[src/rtl/maxpool_engine.sv]
// maxpool_engine: reduces K*K-pixel FP16 windows from a data FIFO to their maxima.
module maxpool_engine #(
    parameter int DATA_W = 16,
    parameter int KSZ_W  = 4,
    parameter int WCNT_W = 16
) (
    input  logic              clk,
    input  logic              rst,
    input  logic              maxpool_ready,
    input  logic [KSZ_W-1:0]  kernel_size,
    input  logic [WCNT_W-1:0] window_count,
    input  logic [DATA_W-1:0] fifo_dout,
    input  logic              fifo_empty,
    output logic              fifo_rd_en,
    output logic [DATA_W-1:0] out_data,
    output logic              out_valid,
    input  logic              out_ready,
    output logic              maxpool_valid,
    output logic              busy
);
    typedef enum logic [2:0] {S_IDLE, S_LOAD, S_ACCUM, S_EMIT, S_DONE} state_t;
    state_t                 r_state;
    logic [2*KSZ_W-1:0]     r_ksq, r_elem;
    logic [WCNT_W-1:0]      r_wcnt, r_win;
    logic [DATA_W-1:0]      r_max;
    logic [2*KSZ_W-1:0]     w_k_ext, w_elem_nx;
    logic [WCNT_W-1:0]      w_win_nx;
    logic [DATA_W-1:0]      w_pix_max;
    // Sign-magnitude compare; b replaces a only when strictly larger, so ties keep a.
    function automatic logic [DATA_W-1:0] fp_max(input logic [DATA_W-1:0] a, input logic [DATA_W-1:0] b);
        if (a[DATA_W-1] != b[DATA_W-1]) return a[DATA_W-1] ? b : a;
        if (!a[DATA_W-1]) return (b[DATA_W-2:0] > a[DATA_W-2:0]) ? b : a;
        return (b[DATA_W-2:0] < a[DATA_W-2:0]) ? b : a;
    endfunction
    assign w_k_ext    = {{KSZ_W{1'b0}}, kernel_size};
    assign w_elem_nx  = r_elem + 1'b1;
    assign w_win_nx   = r_win + 1'b1;
    assign w_pix_max  = (r_elem == '0) ? fifo_dout : fp_max(r_max, fifo_dout);
    assign fifo_rd_en = (r_state == S_ACCUM) && !fifo_empty;
    always_ff @(posedge clk or posedge rst) begin
        if (rst) begin
            r_state       <= S_IDLE;
            r_ksq         <= '0;
            r_elem        <= '0;
            r_wcnt        <= '0;
            r_win         <= '0;
            r_max         <= '0;
            out_data      <= '0;
            out_valid     <= 1'b0;
            maxpool_valid <= 1'b0;
            busy          <= 1'b0;
        end else begin
            case (r_state)
                S_IDLE: if (maxpool_ready) begin
                    r_state <= S_LOAD;
                    busy    <= 1'b1;
                end
                S_LOAD: begin
                    r_ksq  <= w_k_ext * w_k_ext;
                    r_wcnt <= window_count;
                    r_elem <= '0;
                    r_win  <= '0;
                    if (kernel_size == '0 || window_count == '0) begin
                        r_state       <= S_DONE;
                        maxpool_valid <= 1'b1;
                    end else r_state <= S_ACCUM;
                end
                S_ACCUM: if (!fifo_empty) begin
                    r_max <= w_pix_max;
                    if (w_elem_nx == r_ksq) begin
                        r_elem    <= '0;
                        r_state   <= S_EMIT;
                        out_data  <= w_pix_max;
                        out_valid <= 1'b1;
                    end else r_elem <= w_elem_nx;
                end
                S_EMIT: if (out_ready) begin
                    out_valid <= 1'b0;
                    r_win     <= w_win_nx;
                    if (w_win_nx == r_wcnt) begin
                        r_state       <= S_DONE;
                        maxpool_valid <= 1'b1;
                    end else r_state <= S_ACCUM;
                end
                S_DONE: if (!maxpool_ready) begin
                    r_state       <= S_IDLE;
                    maxpool_valid <= 1'b0;
                    busy          <= 1'b0;
                end
                default: r_state <= S_IDLE;
            endcase
        end
    end
endmodule
[config.mk]
export PLATFORM = sky130hd
export DESIGN_NAME = maxpool_engine
export DESIGN_NICKNAME = d
export VERILOG_FILES = /design/src/rtl/maxpool_engine.sv
export SDC_FILE = /design/constraint.sdc
export NUM_CORES = 1
export LEC_CHECK = 0
export CAP_MARGIN = 20
export CORE_UTILIZATION = 47
export CTS_CLUSTER_SIZE = 25
export DETAILED_ROUTE_END_ITERATION = 8
export DONT_BUFFER_PORTS = 1
export GPL_TIMING_DRIVEN = 0
export PLACE_DENSITY = 0.63
export SLEW_MARGIN = 25
export SYNTH_ARGS = -nofsm -noshare
export SYNTH_HDL_FRONTEND = slang
export SYNTH_SLANG_ARGS = --single-unit
[constraint.sdc]
create_clock -name clk -period 2.85 [get_ports clk]
set_input_delay 0.1425 -clock clk [delete_from_list [all_inputs] [get_ports clk]]
set_output_delay 0.1425 -clock clk [all_outputs]
set_load 0.005 [all_outputs]
; Word-level counts from Yosys, hierarchy flattened
; Index checks and enable logic that the tools add are counted.
[word_totals]
register_bits = 86
input_bits = 41
out_inout_bits = 20
wordCells = 85
[op_classes]
n_addsub = 2
multipliers = 1
magnitude_cmp = 2
eq_ne = 14
n_mux = 35
n_bitwise = 1
reduce_logical = 20
[ops]
columns = operator, count
row1 = $mux W16, 9
row2 = $pmux W16 S2, 1
row3 = $mux W3, 7
row4 = $add A16 B1 Y16 const B, 1
row5 = $eq A16 B16 Y1, 1
row6 = $logic_not A16 Y1, 1
row7 = $mux W8, 2
row8 = $pmux W8 S2, 1
row9 = $gt A15 B15 Y1, 1
row10 = $lt A15 B15 Y1, 1
row11 = $pmux W3 S5, 1
row12 = $ne A2 B2 Y1 const B, 6
row13 = $mux W1, 11
row14 = $reduce_and A5 Y1, 2
row15 = $add A8 B1 Y8 const B, 1
row16 = $eq A8 B8 Y1, 1
row17 = $logic_not A8 Y1, 1
row18 = $mul A4 B4 Y8, 1
row19 = $reduce_bool A2 Y1, 4
row20 = $eq A3 B2 Y1 const B, 2
row21 = $reduce_and A2 Y1, 3
row22 = $reduce_and A3 Y1, 2
row23 = $logic_not A4 Y1, 1
row24 = $pmux W1 S2, 2
row25 = other kinds (12), 12

; Depth between registers and ports, before layout
; Gate-level depths: netlist (run 1).
[depth]
depth_word = 6
depth_mapped = 12
depth_no_buf = 9

; Least setup slack after synthesis (run 1)
; OpenSTA, ideal clock, no wires.
[synth_path]
kind = reg-to-reg
from = register r_max[14]
to = register r_max[0]
setup_time_ns = 0.127
t_arrival_ns = 2.363
required_time_ns = 2.723
slack_ns = 0.360
stages_incl_launch_ff = 13
n_path_buf = 3
synth_period_minus_slack_ns = 2.490
cell_sequence = dfrtp_1 inv_1 ha_1 nand4_1 nor3_1 o31ai_1 a211o_1 and3_1 buf_2 nor2b_1 buf_2 buf_6 mux2_1
[synth_via]
elab_chain_cells = 6
elab_cells_between_ends = 8
classes_between = order compare (2) / mux (6)
[synth_lines]
columns = item, line_no
row1 = start: declaration, 25  ; logic [DATA_W-1:0] r_max;
row2 = start signal: assignment, 69  ; r_max <= w_pix_max;
row3 = $gt A15 B15 Y1, 32  ; if (!a[DATA_W-1]) return (b[DATA_W-2:0] > a[DATA_W-2:0]) ? b : a;
row4 = $mux W16 (2 in a row), 32
row5 = $mux W16 (*), 33  ; return (b[DATA_W-2:0] < a[DATA_W-2:0]) ? b : a;
row6 = $mux W16 (*), 32
row7 = $mux W16 (*), 38  ; assign w_pix_max = (r_elem == '0) ? fifo_dout : fp_max(r_max, fifo_dout);
; Every way passes the cells marked *; elsewhere a longest branch is shown, timed or not.
; A chain may end at the register's enable or synchronous reset.

; Final worst setup path (run 1)
[layout_path]
from = register r_max[10]
to = register r_max[3]
; The elaborated chain is that of the path after synthesis.

==> impl_metrics.json, run 1 <==
{
  "status": "finished clean",
  "syn_area_per_cell_sq_um": 9.300,
  "holdPathStages": 2,
  "dp_cells": 694,
  "relSlewSlack_pct": 39.12,
  "power.leakage_nw": 2.755,
  "io_buffers": 0,
  "antenna_found_initial": 0,
  "ys.flop_type": "dfrtp_1",
  "critical_path_required_ps": 3100,
  "critPathSlowestCell": "dfrtp_1",
  "holdPathEnd": "out_data[8]$_DFFE_PP0P_",
  "dp_hpwl_um": 8015,
  "drtAntennaViolNets": 0,
  "multiInputGateArea_sq_um": 2805,
  "cts_root_buf": "clkbuf_8",
  "path_common_cell": "buf_4",
  "via_count": 4114,
  "yosysUniqueCellTypes": 60,
  "clkLatencyLatePin_ps": 360,
  "clock_skew_ps": 11.97,
  "cpPeakStageDelay_ps": 380,
  "r2r_slack_ps": 240,
  "drc_errors": 0,
  "path_class": "reg2reg",
  "grt_pass1_wl_um": 19490,
  "start_util_pct": 49.29,
  "chipWidth_um": 107.0,
  "crit_chain": "inv_1 > ha_1 > nand4_1 > nor3_2 > o31ai_1 > a211o_1 > and3_1 > buf_4 > nor2b_2 > buf_4 > buf_8 > mux2_1",
  "core_area_sq_um": 10510,
  "crit_path_start_kind": "register",
  "ys_seq_elements": 85,
  "diodes": 0,
  "endpoint_kind": "register",
  "final_hold_viol_count": 0,
  "synth_enable_flop_cells": 0,
  "worstPathMaxFanout": 10,
  "r2r-start": "r_max[10]$_DFFE_PP0P_",
  "synthArstFlopShare_pct": 100.0,
  "setup_viol": 0,
  "area_delta_synth_final_pct": 16.09,
  "dr.pass1.iters": 5,
  "ctsHtreeMaxLevel": 3,
  "max_slew.worst_pin.slew_ps": 906.2,
  "min_period_ps": 2605,
  "fill_cells": 932,
  "die_h_um": 107.0,
  "arrival_ps": 2860,
  "hold_path.class": "in2reg",
  "drt_iter0_markers": 301,
  "fin_nets": 674,
  "maxCapViolations": 0,
  "yosysWarnings": 0,
  "tritoncts": "done",
  "viasPerCell": 5.485,
  "min_from": "fifo_dout[8]",
  "clkSlewWorstSetupHoldPaths_ps": 90,
  "slew_violations": 0,
  "pre_cts_ws_ps": 19.79,
  "reg2reg_depth": 12,
  "die_area_sq_um": 11440,
  "syn-num-nets": 621,
  "grt_max_degree": 46,
  "syn_area_sq_um": 5180,
  "path_buf_inv": 4,
  "ioPinCount": 61,
  "clockBufferDepth": 2,
  "grt_overflow": 0,
  "setup_slack_ps": 244.6,
  "wl_per_cell_um": 15.23,
  "drt-total-wl_um": 11430,
  "yosysSeqAreaShare_pct": 41.06,
  "rows": 37,
  "fmax_mhz": 383.8,
  "gr-usage-all-layers_pct": 21.72,
  "powerDensity_nw_per_um2": 886.7,
  "cp_top_family": "simple AND/OR/NAND/NOR gates",
  "reg2reg_to": "r_max[3]$_DFFE_PP0P_",
  "numCtsBuffers": 9,
  "synth_cells": 557,
  "finalNonFillerCells": 750,
  "cts.sinks": 85,
  "period_share_pct": 91.42,
  "seqCellArea_sq_um": 2127,
  "grt_pass1_vias": 4056,
  "drive_above_1_share_pct": 10.75,
  "ir_drop_v": 0.0004745,
  "holdWs_ps": 7.871,
  "finalWeightedCongestion": 0.8381
}
logic make-up after synthesis:
group | share of synthesized area [%]
xor gates and xnor gates | 6.546
AOI/OAI and AO/OA | 15.73
adders and majority gates | 5.700
and+or+nand+nor | 19.08
muxes | 6.836
buffers and inverters | 5.048
DFF | 41.06
worst reg2reg max path, cell delays in order, from the launching register on:
cell and delay (ps):
dfrtp_1 380, inv_1 50, ha_1 300, nand4_1 140
nor3_2 180, o31ai_1 110, a211o_1 290, and3_1 160
buf_4 170, nor2b_2 100, buf_4 140, buf_8 140
mux2_1 330
per-layer routing:
metal	global-route usage (%)	up-vias	routed length, um
met5	0	-	0
met4	6.751	0	118
met3	4.316	9	458
met2	35.35	75	5302
met1	29.11	1975	5547
li1	-	2055	-
per-stage QoR:
stage / power (W) / util [%] / cell area, sq um / setup TNS [ps]
detailed placement: 0.004370 / 51.22 / 5383 / 0
floorplan: 0.003880 / - / 5180 / 0
global placement: 0.004274 / 50.91 / 5350 / -41480
CTS: 0.005289 / 56.65 / 5953 / 0
finish: 0.005332 / 57.22 / 6013 / 0
global route: 0.005795 / 57.22 / 6013 / -0.5116
what timing repair did:
item,CTS,global route
endpoints found under the setup margin,0,17
endpoints found under the hold margin,88,1
setup buffers,0,2
hold buffers,38,1
gates resized for setup,0,8
where the power goes:
| part | switching, W | total (W) | internal, W |
|---|---|---|---|
| sequential | 0.000391 | 0.00204 | 0.00165 |
| combinational | 0.00126 | 0.00243 | 0.00117 |
| clock | 0.000435 | 0.000858 | 0.000423 |
| total | 0.00208 | 0.00533 | 0.00325 |
how the worst max path moves through the flow:
stage / startpoint / endpoint / slack, ps / cells past startpoint
2_1_floorplan: r_max[14]$_DFFE_PP0P_ / r_max[0]$_DFFE_PP0P_ / 360 / 12
3_3_place_gp: rst / r_ksq[7]$_DFFE_PP0P_ / -490 / 1
3_5_place_dp: r_max[14]$_DFFE_PP0P_ / r_max[3]$_DFFE_PP0P_ / 20 / 12
4_1_cts: r_max[14]$_DFFE_PP0P_ / r_max[3]$_DFFE_PP0P_ / 30 / 12
5_1_grt: r_max[10]$_DFFE_PP0P_ / r_max[4]$_DFFE_PP0P_ / -0.5 / 12
6_report: r_max[10]$_DFFE_PP0P_ / r_max[3]$_DFFE_PP0P_ / 240 / 12
sequential cells by signal, indices dropped and copies added (netlist names):
| signal | flops |
|---|---|
| maxpool_valid | 1 |
| r_max | 16 |
| r_elem | 8 |
| r_win | 16 |
| r_ksq | 7 |
| out_data | 16 |
| r_wcnt | 16 |
| busy | 1 |
| out_valid | 1 |
| r_state | 3 |
layout make-up:
cell class | count | area share [%]
Clock buffer | 11 | 2.351
Tap cell | 136 | 2.830
Timing Repair Buffer | 42 | 7.407
Multi-Input combinational cell | 415 | 46.65
Buffer | 27 | 2.622
Inverter | 30 | 1.956
Clock inverter | 4 | 0.8115
Sequential cell | 85 | 35.37
cells in the mapped netlist, drive strengths merged, types with 7 or more instances:
cell type,instances,area [sq um]
mux2i,17,170.2
ha,22,275.3
and3,7,43.79
nand4,12,75.07
nor2,47,201.4
a21oi,41,254.0
clkbuf,13,48.80
nor4,7,43.79
buf,14,100.1
nand3,12,60.06
a22o,8,70.07
nand2,78,292.8
o21ai,30,150.1
and2,8,50.05
xnor2,21,183.9
mux2,16,183.9
nor3,9,50.05
xor2,16,155.2
inv,30,112.6
dfrtp,85,2127
a21o,8,60.06
cells in the final DEF (no fill, tap or decap), drive strengths merged, types with 9 or more instances in the layout:
master,n
inv,30
dlygate4sd3,39
dfrtp,85
xor2,16
nand3,12
clkbuf,24
o21ai,30
mux2i,17
nand2,78
a21oi,41
nor3,9
buf,17
nor2,47
xnor2,21
ha,22
mux2,16
nand4,12
No activity file was read; power rests on OpenSTA's default activity.
==> run 2: changes to the inputs <==
--- a/config.mk
+++ b/config.mk
@@ -5,6 +5,7 @@
 export SDC_FILE = /design/constraint.sdc
 export NUM_CORES = 1
 export LEC_CHECK = 0
+export ABC_AREA = 1
 export CAP_MARGIN = 20
 export CORE_UTILIZATION = 47
 export CTS_CLUSTER_SIZE = 25
==> impl_metrics.json, run 2 <==
{
  "wl_per_cell_um": 13.69,
  "fill_cells": 1210,
  "synthArstFlopShare_pct": 100.0,
  "grt_pass1_wl_um": 25850,
  "ctsHtreeMaxLevel": 3,
  "via_count": 5720,
  "syn_area_per_cell_sq_um": 6.518,
  "rows": 40,
  "ys_seq_elements": 85,
  "worstPathMaxFanout": 10,
  "drt-total-wl_um": 15280,
  "diodes": 0,
  "clkLatencyLatePin_ps": 350,
  "finalWeightedCongestion": 0.8997,
  "clock_skew_ps": 6.003,
  "synth_top_cells_by_count": "nand2_1 (349), inv_1 (106), nand3_1 (103), dfrtp_1 (85), o21ai_0 (65)",
  "drive_above_1_share_pct": 4.536,
  "chipWidth_um": 114.2,
  "fin_nets": 1007,
  "power.leakage_nw": 3.466,
  "powerDensity_nw_per_um2": 909.8,
  "syn-num-nets": 971,
  "core_area_sq_um": 12110,
  "ioPinCount": 61,
  "crit_path_start_kind": "register",
  "start_util_pct": 48.81,
  "grt_util_met1_pct": 31.73,
  "critPathSlowestCell": "dfrtp_1",
  "synth_enable_flop_cells": 0,
  "setup_viol": 0,
  "cp_top_family": "simple AND/OR/NAND/NOR gates",
  "path_buf_inv": 4,
  "grt_util_met2_pct": 43.64,
  "hold_path.class": "in2reg",
  "clockBufferDepth": 2,
  "dp_hpwl_um": 11690,
  "crit_chain": "inv_1 > ha_1 > nand2_1 > inv_1 > nand3_1 > nor2_1 > nand4_1 > buf_4 > clkbuf_1 > nand3_1 > nand3_1 > nand2_1 > nand2_1 > nand2_1 > nand3_1 > nand2_1",
  "drc_errors": 0,
  "arrival_ps": 2830,
  "synth_top_cell_area_share_pct": 35.98,
  "drtAntennaViolNets": 0,
  "grt_pass1_vias": 5569,
  "layout_commonest_cell": "nand2_1",
  "ys.flop_type": "dfrtp_1",
  "slew_violations": 0,
  "path_class": "reg2reg",
  "yosysWarnings": 0,
  "endpoint_kind": "register",
  "antenna_found_initial": 0,
  "critical_path_required_ps": 3130,
  "min_period_ps": 2546,
  "tns_ps": 0,
  "period_share_pct": 89.33,
  "relSlewSlack_pct": 47.79,
  "rsz0062_at_grt": "no",
  "io_buffers": 0,
  "drt_iter0_markers": 385,
  "yosysSeqAreaShare_pct": 35.98,
  "placed_area_sq_um": 6155,
  "dr.pass1.iters": 6,
  "yosysUniqueCellTypes": 35,
  "final_hold_viol_count": 0,
  "cpPeakStageDelay_ps": 410,
  "status": "finished clean",
  "gr-usage-all-layers_pct": 25.22,
  "numCtsBuffers": 9,
  "tritoncts": "done",
  "setup_slack_ps": 304.2,
  "path_common_cell": "nand2_1",
  "grt_max_degree": 54,
  "grt_use_met3_pct": 3.917,
  "final_cell_mix": "nand2_1 (348), inv_1 (105), nand3_1 (103)",
  "final_area_sq_um": 6716,
  "max_slew.worst_pin.slew_ps": 780.3,
  "die_h_um": 114.2,
  "viasPerCell": 5.125,
  "area_delta_synth_final_pct": 13.61,
  "maxCapViolations": 0,
  "pre_cts_ws_ps": 238.1,
  "synth_cells": 907,
  "fmax_mhz": 392.8,
  "cts_root_buf": "clkbuf_16",
  "die_area_sq_um": 13030,
  "syn_area_sq_um": 5912,
  "synth.area.top_cells": "dfrtp_1 (36%), nand2_1 (22%), nand3_1 (8.7%)",
  "clkSlewWorstSetupHoldPaths_ps": 60,
  "grt_overflow": 0,
  "grt-busiest-layer": "met2",
  "ir_drop_v": 0.0004983,
  "synth_most_common_cell": "nand2_1",
  "yosysTopAreaCell": "dfrtp_1",
  "cts.sinks": 85,
  "fin_util_pct": 55.45
}
==> run 2: cell types whose count changed in the layout (fill, tap and decap cells not counted), sizes merged, moves of 9 or more <==
cell / before / now
o22ai: 2 / 12
nand2: 78 / 350
clkbuf: 24 / 33
nor2: 47 / 64
a21oi: 41 / 27
xnor2: 21 / 2
inv: 30 / 109
mux2i: 17 / 0
o21ai: 30 / 67
dlygate4sd3: 39 / 21
mux2: 16 / 0
nand3: 12 / 105
==> run 2: final cells by class <==
class / instances / area, sq um / area share [%]
timing repair buffer: 25 / 260.3 / 3.875
buffer: 29 / 128.9 / 1.919
tap: 168 / 210.2 / 3.130
multi-input combinational: 684 / 3244 / 48.30
clock inverter: 4 / 70.07 / 1.043
inverter: 109 / 419.2 / 6.241
sequential: 85 / 2127 / 31.67
clock buffer: 12 / 256.5 / 3.819
==> run 2: per-stage QoR <==
step	hold WS, ps	total power (W)	cells
4_1_cts	6.125	0.006139	1113
3_3_place_gp	264.2	0.004675	1075
5_1_grt	40.02	0.006723	1116
2_1_floorplan	259.1	0.004080	907
6_report	6.560	0.006110	1116
3_5_place_dp	3.478	0.004786	1076
==> run 2: cells by family (layout without fill, tap and decap cells) <==
group,Yosys count,after routing,synth area share (%)
AND/OR/NAND/NOR,540,540,38.20
buffers and inverters,138,179,9.185
AO/OA/AOI/OAI,110,110,9.778
flip-flops,85,85,35.98
adder cells (fa/ha/maj),23,23,4.995
XOR/XNOR,11,11,1.863
==> run 2: worst paths after layout <==
path                                             from                  endpoint  slack [ps]  cells after the start
worst min-delay path                        out_ready    r_state[0]$_DFFE_PP0P_           7                      3
worst max register to register  r_max[14]$_DFFE_PP0P_  out_data[13]$_DFFE_PP0P_         300                     16
worst max-delay path            r_max[14]$_DFFE_PP0P_  out_data[13]$_DFFE_PP0P_         300                     16
worst min register to register   r_ksq[3]$_DFFE_PP0P_      r_ksq[3]$_DFFE_PP0P_         500                      2
max in group asynchronous                         rst    r_wcnt[15]$_DFFE_PP0P_        2020                      3
min in group asynchronous                         rst      r_max[1]$_DFFE_PP0P_         260                      2
==> run 2: routing by layer <==
layer / share of wire (%) / vias to the layer above
met4: 2.0 / 0
met1: 45 / 2568
li1: - / 2969
met2: 48 / 163
met5: 0 / -
met3: 4.7 / 20
==> run 2: worst register-to-register path: cells and delay by family (launching register included) <==
kind	cells	cell delay [ps]
buf+inv	4	560
flops	1	410
fa+ha+maj	1	300
simple gates	11	1220
==> run 2: what timing repair did <==
action / 4_1_cts / 5_1_grt
buffers inserted: 0 / 3
hold endpoints to repair: 105 / 0
resized for setup: 0 / 1
hold buffers: 21 / 0
endpoints found under the setup margin: 0 / 16
==> run 2: where the power goes <==
| part | total [W] | leakage, nW | switching [W] | internal (W) |
|---|---|---|---|---|
| sequential | 0.00191 | 1.11 | 0.000328 | 0.00159 |
| combinational | 0.00290 | 2.19 | 0.00191 | 0.000988 |
| clock | 0.00130 | 0.163 | 0.000483 | 0.000813 |
==> run 3: changes to the inputs <==
--- a/config.mk
+++ b/config.mk
@@ -7,12 +7,12 @@
 export LEC_CHECK = 0
 export ABC_AREA = 1
 export CAP_MARGIN = 20
-export CORE_UTILIZATION = 47
+export CORE_UTILIZATION = 65
 export CTS_CLUSTER_SIZE = 25
 export DETAILED_ROUTE_END_ITERATION = 8
 export DONT_BUFFER_PORTS = 1
 export GPL_TIMING_DRIVEN = 0
-export PLACE_DENSITY = 0.63
+export PLACE_DENSITY = 0.82
 export SLEW_MARGIN = 25
 export SYNTH_ARGS = -nofsm -noshare
 export SYNTH_HDL_FRONTEND = slang
==> impl_metrics.json, run 3 (synthesized netlist as in run 2, its figures left out) <==
{
  "setup_viol": 0,
  "grt_pass1_vias": 5699,
  "path_class": "reg2reg",
  "ioPinCount": 61,
  "critical_path_required_ps": 3100,
  "max_slew.worst_pin.slew_ps": 559.8,
  "drive_above_1_share_pct": 4.430,
  "period_share_pct": 89.85,
  "clockPowerShare_pct": 16.7,
  "grt_max_degree": 53,
  "antenna_found_initial": 0,
  "rsz0062_at_grt": "no",
  "finalWeightedCongestion": 0.8977,
  "clkLatencyLatePin_ps": 360,
  "power.leakage_nw": 3.419,
  "rows": 34,
  "cts.sinks": 85,
  "drt-total-wl_um": 15190,
  "grt_overflow": 0,
  "drtAntennaViolNets": 0,
  "drc_errors": 0,
  "final_cell_mix": "nand2_1 (348), inv_1 (105), nand3_1 (103)",
  "cts_root_buf": "clkbuf_8",
  "switchingPower_w": 0.002766,
  "ctsHtreeMaxLevel": 3,
  "viasPerCell": 5.760,
  "dp_hpwl_um": 11060,
  "relSlewSlack_pct": 62.68,
  "final_hold_viol_count": 0,
  "slew_violations": 0,
  "numCtsBuffers": 9,
  "chipWidth_um": 97.37,
  "fin_nets": 1007,
  "fill_cells": 691,
  "diodes": 0,
  "multiInputGateArea_sq_um": 3244,
  "seq_power_share_pct": 32.6,
  "dp_cells": 1016,
  "maxCapViolations": 0,
  "drt_iter0_markers": 503,
  "clockBufferDepth": 2,
  "io_buffers": 0,
  "layout_commonest_cell": "nand2_1",
  "via_count": 6083,
  "sw_frac_of_total_pct": 47.04,
  "powerDensity_nw_per_um2": 897.7,
  "endpoint_kind": "register",
  "clkSlewWorstSetupHoldPaths_ps": 90,
  "clock_skew_ps": 10.51,
  "seqCellArea_sq_um": 2127,
  "ir_drop_v": 0.0004615,
  "min_period_ps": 2561,
  "tritoncts": "done",
  "die_h_um": 97.37,
  "area_delta_synth_final_pct": 10.79,
  "hold_path.class": "in2reg",
  "crit_path_start_kind": "register",
  "dr.pass1.iters": 6,
  "die_area_sq_um": 9481,
  "tns_ps": 0,
  "status": "finished clean",
  "cellInternalPower_w": 0.003114,
  "wl_per_cell_um": 14.39,
  "arrival_ps": 2810,
  "combPwrFrac_pct": 50.7,
  "grt_pass1_wl_um": 25820,
  "worstPathMaxFanout": 10,
  "fmax_mhz": 390.5,
  "start_util_pct": 67.46,
  "finalNonFillerCells": 1056,
  "gr-usage-all-layers_pct": 33.26,
  "core_area_sq_um": 8763
}
[run 3: cell count changes in the layout (fill, tap and decap cells not counted), sizes merged]
cell / previous run / this run
buf: 12 / 10
clkbuf: 33 / 32
clkinv: 2 / 1
clkinvlp: 0 / 1
dlygate4sd3: 21 / 23
inv: 109 / 110
[run 3: path summary, 6_finish.rpt]
path / start / endpoint / slack (ps) / cells after the start
max: r_max[13]$_DFFE_PP0P_ / out_data[10]$_DFFE_PP0P_ / 290 / 16
min: kernel_size[0] / r_ksq[0]$_DFFE_PP0P_ / 30 / 3
max reg2reg: r_max[13]$_DFFE_PP0P_ / out_data[10]$_DFFE_PP0P_ / 290 / 16
min reg2reg: r_wcnt[1]$_DFFE_PP0P_ / r_wcnt[1]$_DFFE_PP0P_ / 500 / 2
max in group asynchronous: rst / r_elem[4]$_DFFE_PP0P_ / 1980 / 3
min in group asynchronous: rst / out_data[0]$_DFFE_PP0P_ / 270 / 2
[run 3: per-stage QoR]
step | hold WS (ps) | instance area (sq um) | utilization [%] | setup WS, ps | power, W
after floorplan | 259.1 | 5912 | - | 514.0 | 0.004080
after global placement | 261.9 | 6047 | 69.00 | -356.6 | 0.004629
after detailed placement | 56.74 | 6077 | 69.35 | 329.7 | 0.004770
after CTS | 0.9696 | 6540 | 74.63 | 298.2 | 0.005797
after global routing | 10.98 | 6550 | 74.74 | 15.56 | 0.006414
final | 27.35 | 6550 | 74.74 | 289.3 | 0.005880
[run 3: area by class of cell]
| type | count | area share, % |
|---|---|---|
| multi-input cells | 684 | 49.53 |
| flip-flops and latches | 85 | 32.47 |
| inverters | 109 | 6.361 |
| repair buffers | 25 | 4.050 |
| clock buffers | 11 | 2.311 |
| well taps | 108 | 2.063 |
| plain buffers | 29 | 1.968 |
| clock inverters | 5 | 1.242 |
[run 3: power by group through the flow]
stage               registers (W)  clock network, W  logic, W
finish                    0.00192          0.000982   0.00298
global route              0.00196           0.00105   0.00341
floorplan                 0.00182                 0   0.00226
detailed placement        0.00192                 0   0.00285
CTS                       0.00190          0.000993   0.00290
global placement          0.00191                 0   0.00272
[run 3: worst max-delay path, stage by stage (launching register included)]
cell	delay [ps]
dfrtp_1	420
inv_1	80
ha_1	270
nand2_1	50
inv_1	60
nand3_1	120
nor2_1	200
nand2_1	90
nand2_2	170
clkbuf_1	420
o21ai_0	150
nand2_1	80
nand2_1	60
nand2_1	60
nand2_1	70
nand3_1	100
nand2_1	60
[run 3: timing repair]
action,4_1_cts,5_1_grt
hold buffers,23,0
hold endpoints to repair,58,0
gates resized for setup,0,1
setup endpoints to repair,0,17
buffers inserted,0,1
[run 3: layer usage]
| metal | GRT usage (%) | part of all wire, % |
|---|---|---|
| met1 | 45.02 | 44 |
| met2 | 54.12 | 47 |
| met3 | 6.259 | 7.8 |
| met4 | 10.63 | 1.7 |
| met5 | 0 | 0 |
